==> config.mk <==
export PLATFORM = sky130hd
export DESIGN_NAME = router_trace_buffer
export DESIGN_NICKNAME = d
export VERILOG_FILES = /design/src/rtl/router_trace_buffer.sv
export SDC_FILE = /design/constraint.sdc
export NUM_CORES = 1
export LEC_CHECK = 0
export CAP_MARGIN = 20
export CORE_MARGIN = 5
export CORE_UTILIZATION = 32
export CTS_CLUSTER_DIAMETER = 120
export CTS_CLUSTER_SIZE = 8
export DETAILED_ROUTE_END_ITERATION = 8
export GPL_ROUTABILITY_DRIVEN = 0
export HOLD_SLACK_MARGIN = 0.03
export PLACE_DENSITY = 0.51
export REMOVE_ABC_BUFFERS = 1
export SLEW_MARGIN = 20
export SYNTH_ARGS = -nofsm -noshare
export SYNTH_HDL_FRONTEND = slang
export SYNTH_SLANG_ARGS = --single-unit
==> constraint.sdc <==
create_clock -name clk -period 12.2 [get_ports clk]
set_input_delay 2.44 -clock clk [delete_from_list [all_inputs] [get_ports clk]]
set_output_delay 2.44 -clock clk [all_outputs]
set_load 0.03 [all_outputs]
==> src/rtl/router_trace_buffer.sv <==
// rtl/router_trace_buffer.sv - circular trace capture with pre/post-trigger window and oldest-first readout
// Optional macro TRACE_TIMESTAMP_EN prepends a TSw-bit capture timestamp to every stored word.
module router_trace_buffer #(
    parameter int DEPTH     = 16,
    parameter int TRACEw    = 32,
    parameter int POST_TRIG = 8,
    parameter int TSw       = 16,
    localparam int Aw       = $clog2(DEPTH),
`ifdef TRACE_TIMESTAMP_EN
    localparam int TS_EN    = 1,
`else
    localparam int TS_EN    = 0,
`endif
    localparam int DW       = TRACEw + TS_EN * TSw
) (
    input  logic              clk,
    input  logic              reset,
    input  logic              trigger,
    input  logic [TRACEw-1:0] trace_signal,
    input  logic              arm,
    input  logic              rd_en,
    output logic              rd_valid,
    output logic [DW-1:0]     rd_data,
    output logic              rd_last,
    output logic [1:0]        state,
    output logic [Aw:0]       count,
    output logic [Aw:0]       trig_index
);

    typedef enum logic [1:0] {IDLE = 2'd0, PRE = 2'd1, POST = 2'd2, DONE = 2'd3} state_t;

    state_t          state_q, state_d;
    logic [Aw-1:0]   wr_ptr_q, wr_ptr_d, rd_ptr_q, rd_ptr_d;
    logic [Aw:0]     count_q, count_d, post_cnt_q, post_cnt_d;
    logic [Aw:0]     remaining_q, remaining_d, trig_index_q, trig_index_d;
    logic            rd_valid_q, rd_valid_d, rd_last_q, rd_last_d;
    logic [DW-1:0]   rd_data_q;
    logic [DW-1:0]   mem [DEPTH];
    logic [DW-1:0]   wr_word;
    logic            wr_en, rd_fire, done_entry;

`ifdef TRACE_TIMESTAMP_EN
    logic [TSw-1:0]  ts_q, ts_d;

    always_comb begin
        ts_d = ts_q;
        if (arm)
            ts_d = '0;
        else if (wr_en)
            ts_d = ts_q + 1'b1;
    end

    always_ff @(posedge clk or posedge reset) begin
        if (reset) ts_q <= '0;
        else       ts_q <= ts_d;
    end

    assign wr_word = {ts_q, trace_signal};
`else
    assign wr_word = trace_signal;
`endif

    always_ff @(posedge clk or posedge reset) begin
        if (reset) state_q <= IDLE;
        else       state_q <= state_d;
    end

    always_comb begin
        state_d = state_q;
        if (arm)
            state_d = PRE;
        else begin
            case (state_q)
                PRE:     if (trigger) state_d = (POST_TRIG == 0) ? DONE : POST;
                POST:    if (post_cnt_q == (Aw+1)'(1)) state_d = DONE;
                default: state_d = state_q;
            endcase
        end
    end

    // arm outranks both capture and readout in the same cycle
    assign wr_en      = !arm && (state_q == PRE || state_q == POST);
    assign rd_fire    = !arm && (state_q == DONE) && rd_en && (remaining_q != '0);
    assign done_entry = (state_d == DONE) && (state_q != DONE);

    always_comb begin
        wr_ptr_d     = wr_ptr_q;
        count_d      = count_q;
        post_cnt_d   = post_cnt_q;
        rd_ptr_d     = rd_ptr_q;
        remaining_d  = remaining_q;
        trig_index_d = trig_index_q;
        if (arm) begin
            wr_ptr_d     = '0;
            count_d      = '0;
            post_cnt_d   = '0;
            remaining_d  = '0;
            trig_index_d = '0;
        end else if (wr_en) begin
            wr_ptr_d = wr_ptr_q + 1'b1;
            if (count_q != (Aw+1)'(DEPTH))
                count_d = count_q + 1'b1;
            if (state_q == PRE && trigger)
                post_cnt_d = (Aw+1)'(POST_TRIG);
            else if (state_q == POST)
                post_cnt_d = post_cnt_q - 1'b1;
            // oldest entry sits count slots behind the write pointer
            if (done_entry) begin
                rd_ptr_d     = wr_ptr_d - count_d[Aw-1:0];
                remaining_d  = count_d;
                trig_index_d = count_d - (Aw+1)'(POST_TRIG + 1);
            end
        end
        if (rd_fire) begin
            rd_ptr_d    = rd_ptr_q + 1'b1;
            remaining_d = remaining_q - 1'b1;
        end
        rd_valid_d = rd_fire;
        rd_last_d  = rd_fire && (remaining_q == (Aw+1)'(1));
    end

    always_ff @(posedge clk or posedge reset) begin
        if (reset) begin
            wr_ptr_q     <= '0;
            count_q      <= '0;
            post_cnt_q   <= '0;
            rd_ptr_q     <= '0;
            remaining_q  <= '0;
            trig_index_q <= '0;
            rd_valid_q   <= 1'b0;
            rd_last_q    <= 1'b0;
        end else begin
            wr_ptr_q     <= wr_ptr_d;
            count_q      <= count_d;
            post_cnt_q   <= post_cnt_d;
            rd_ptr_q     <= rd_ptr_d;
            remaining_q  <= remaining_d;
            trig_index_q <= trig_index_d;
            rd_valid_q   <= rd_valid_d;
            rd_last_q    <= rd_last_d;
        end
    end

    always_ff @(posedge clk) begin
        if (wr_en)
            mem[wr_ptr_q] <= wr_word;
    end

    always_ff @(posedge clk or posedge reset) begin
        if (reset)        rd_data_q <= '0;
        else if (rd_fire) rd_data_q <= mem[rd_ptr_q];
    end

    always_comb begin
        state      = state_q;
        count      = count_q;
        trig_index = trig_index_q;
        rd_valid   = rd_valid_q;
        rd_last    = rd_last_q;
        rd_data    = rd_data_q;
    end

endmodule

==> results.sh <==
export IMPL_status="finished, final reports clean"
export IMPL_layout_nets=1276
export IMPL_overflow=0
export IMPL_final_core_util_pct=38.63
export IMPL_fp_dieW_um=275.0
export IMPL_wirelength_um=51380
export IMPL_finalSetupViolCount=0
export IMPL_p_sw_uw=1739
export IMPL_io_pins=83
export IMPL_rows=97
export IMPL_cap_violations=0
export IMPL_wl_per_cell_um=23.07
export IMPL_min_to="rd_data[27]"
export IMPL_fmax_mhz=197.2
export IMPL_hold_viol_final=0
export IMPL_synth_top_cell_area_share_pct=68.41
export IMPL_p_total_uw=6000
export IMPL_drc=0
export IMPL_cp_num_buf_inv=4
export IMPL_numPortBuffers=82
export IMPL_drt_iter0_drc=798
export IMPL_yosysTopAreaCell="edfxtp_1"
export IMPL_vias=10860
export IMPL_slew_limit_headroom_pct=23.10
export IMPL_cpPeakStageDelay_ns=0.91
export IMPL_ctsResizeCount=0
export IMPL_r2r_slack_ns=8.87
export IMPL_holdWs_ns=0.4883
export IMPL_r2r_end="remaining_q[2]"
export IMPL_die_h_um=275.0
export IMPL_clkPwrFrac_pct=35.0
export IMPL_syn_area_um2=22470
export IMPL_track_usage_pct=13.65
export IMPL_critPathCaptureType="flop"
export IMPL_clk_pin_slew_ns=0.05
export IMPL_synth_seq_cells=576
export IMPL_grt_pass1_vias=11560
export IMPL_crit_type="in2reg"
export IMPL_swShare_pct=28.98
export IMPL_synth_cell_types=47
export IMPL_final_area_um2=26960
export IMPL_hold_class="reg2reg"
export IMPL_tightest_slew_ns=1.154
export IMPL_dpl_hpwl_um=26160
export IMPL_cts_buffer_depth=3
export IMPL_hold_path_startpoint="rd_data[27]"
export IMPL_drive_gt1_share_pct=20.76
export IMPL_p_int_uw=4261
export IMPL_firstDrtPassIters=4
export IMPL_dieArea_um2=75630
export IMPL_cts_tree="yes"
export IMPL_synth_ff_type="edfxtp_1"
export IMPL_irDropWorstVdd_mv=0.1177
export IMPL_avgSynthCellArea_um2=20.60
export IMPL_ant_nets=0
export IMPL_r2r_start="state[0]"
export IMPL_grt_pass1_wl_um=76750
export IMPL_crit_required_ns=12.62
export IMPL_power_density_nw_per_um2=222.6
export IMPL_arrival_ns=5.49
export IMPL_cts_buffers=81
export IMPL_p_leak_uw=0.008901
export IMPL_comb_power_share_pct=23.2
export IMPL_slowest_stage="nand2b_2"
export IMPL_rsz0062_at_grt="false"
export IMPL_antenna_found_initial=1
export IMPL_synth_area_leaders="edfxtp_1 68%, mux4_2 13%, dfrtp_1 7.1%"
export IMPL_post_cts_setup_buffers=0
export IMPL_synth_seq_area_share_pct=75.54
export IMPL_period_share_pct=41.56
export IMPL_fill_cells=6290
export IMPL_cts_sinks=576
export IMPL_grt_start_max_net_pins=97
export IMPL_clockRootBuffer="clkbuf_16"
export IMPL_synth_async_reset_ratio_pct=11.11
export IMPL_clk_latency_ns=0.62
export IMPL_dpl_cell_area_um2=24530
export IMPL_worst_clock_skew_ns=0.02955
export IMPL_path_delay_family="buffers and inverters"
export IMPL_synth_edff_count=512
export IMPL_worstPathMaxFanout=42
export IMPL_hold_depth=2
export IMPL_htree_levels=3
export IMPL_seq_power_share_pct=41.8
export IMPL_reg2reg_depth=7
export IMPL_synthCells=1091
export IMPL_core_um2=69790
export IMPL_finalMaxSlewViolations=0
export IMPL_path_common_cell="buf_4"
export IMPL_initial_core_util_pct=32.20
export IMPL_yosys_warnings=0
export IMPL_finalSetupTns_ns=0
export IMPL_cp_start_kind="primary input"
export IMPL_ctsHoldBuffers=0
export IMPL_cp_cell_sequence="clkdlybuf4s50_1 -> buf_4 -> nand3b_1 -> a21o_2 -> buf_4 -> inv_1 -> nand2b_2 -> o221ai_1"
export IMPL_period_minus_slack_ns=5.070
export IMPL_area_growth_pct=19.94
export IMPL_viasPerCell=4.877
-- area by class of cell --
type	count	area, um^2	share of cell area [%]
Sequential cell	576	16990	63.02
Multi-Input combinational cell	438	5298	19.65
Clock buffer	143	2260	8.383
Tap cell	940	1176	4.363
Timing Repair Buffer	104	998.5	3.704
Clock inverter	7	165.2	0.6127
Inverter	18	68.82	0.2553
Antenna cell	1	2.502	0.009283
-- worst max path at each step --
stage / startpoint / endpoint / slack (ns) / depth (start not counted)
floorplan: rd_ptr_q[0] / rd_data[17] / 6.10 / 3
global placement: arm / rd_data[21] / 6.55 / 8
detailed placement: arm / rd_data[16] / 6.47 / 8
CTS: arm / rd_data[26] / 7.14 / 8
global route: arm / rd_data[12] / 6.94 / 8
finish: arm / rd_data[20] / 7.13 / 8
-- cell usage in the layout, fill, tap and decap left out, types with 21 or more instances in the layout --
master and instances:
clkdlybuf4s50_1 82, mux2i_1 72, edfxtp_1 512, dfrtp_1 61, clkbuf_1 62, o221ai_1 33, mux4_2 128, clkbuf_16 81
buf_4 21, nand2_1 50
-- cell families (layout without fill, tap and decap cells) --
family                   Yosys count  count (layout)  share of synthesized area [%]
adder cells (fa/ha/maj)           20              20                          1.147
AND/OR/NAND/NOR                  124             124                          2.544
other                              0               1                              0
AO/OA/AOI/OAI                     73              73                          2.505
multiplexers                     201             201                          16.08
flip-flops                       576             576                          75.54
XOR/XNOR                          20              20                         0.7794
buffers and inverters             77             272                          1.403
-- cell usage after synthesis, drive strengths merged, types with 2 or more instances --
master and n:
a21o 3, a21oi 10, a221oi 2, a22o 2
and3 4, buf 24, clkbuf 35, dfrtp 64
edfxtp 512, ha 19, inv 18, mux2i 72
mux4 128, nand2 51, nand2b 6, nand3 9
nand3b 2, nor2 31, nor2b 5, nor3 5
o21ai 11, o221ai 33, o22ai 2, o2bb2ai 2
o31ai 2, or3 4, xnor2 11, xor2 9
-- worst min-delay path: stages (launching register included) --
cell	delay, ns
dfrtp_1	0.34
nand2_1	0.05
o221ai_1	0.06
-- layer usage --
metal	track usage (%)	share of wire, %
met1	19.18	45
met2	21.89	48
met3	2.834	5.0
met4	3.474	1.7
met5	0	0
-- sequential cells by signal (all words and copies together) (netlist names) --
| signal | cells |
|---|---|
| wr_ptr_q | 4 |
| trig_index | 5 |
| state | 2 |
| count | 5 |
| rd_ptr_q | 4 |
| rd_last | 1 |
| rd_data | 32 |
| mem | 512 |
| rd_valid | 1 |
| post_cnt_q | 5 |
| remaining_q | 5 |
-- metrics by stage --
step | std cells | setup slack [ns]
5_1_grt | 2226 | 6.938
6_report | 2227 | 7.130
2_1_floorplan | 1032 | 6.104
3_3_place_gp | 2076 | 6.555
3_5_place_dp | 2076 | 6.467
4_1_cts | 2226 | 7.140
-- power by group through the flow --
stage | clock, uW | combinational, uW | sequential, uW
2_1_floorplan | 0 | 915 | 2700
4_1_cts | 2160 | 1430 | 2520
6_report | 2100 | 1390 | 2510
3_3_place_gp | 0 | 1420 | 2550
5_1_grt | 2250 | 1520 | 2540
3_5_place_dp | 0 | 1430 | 2560
Note: power is estimated with default switching activity, not from simulation.
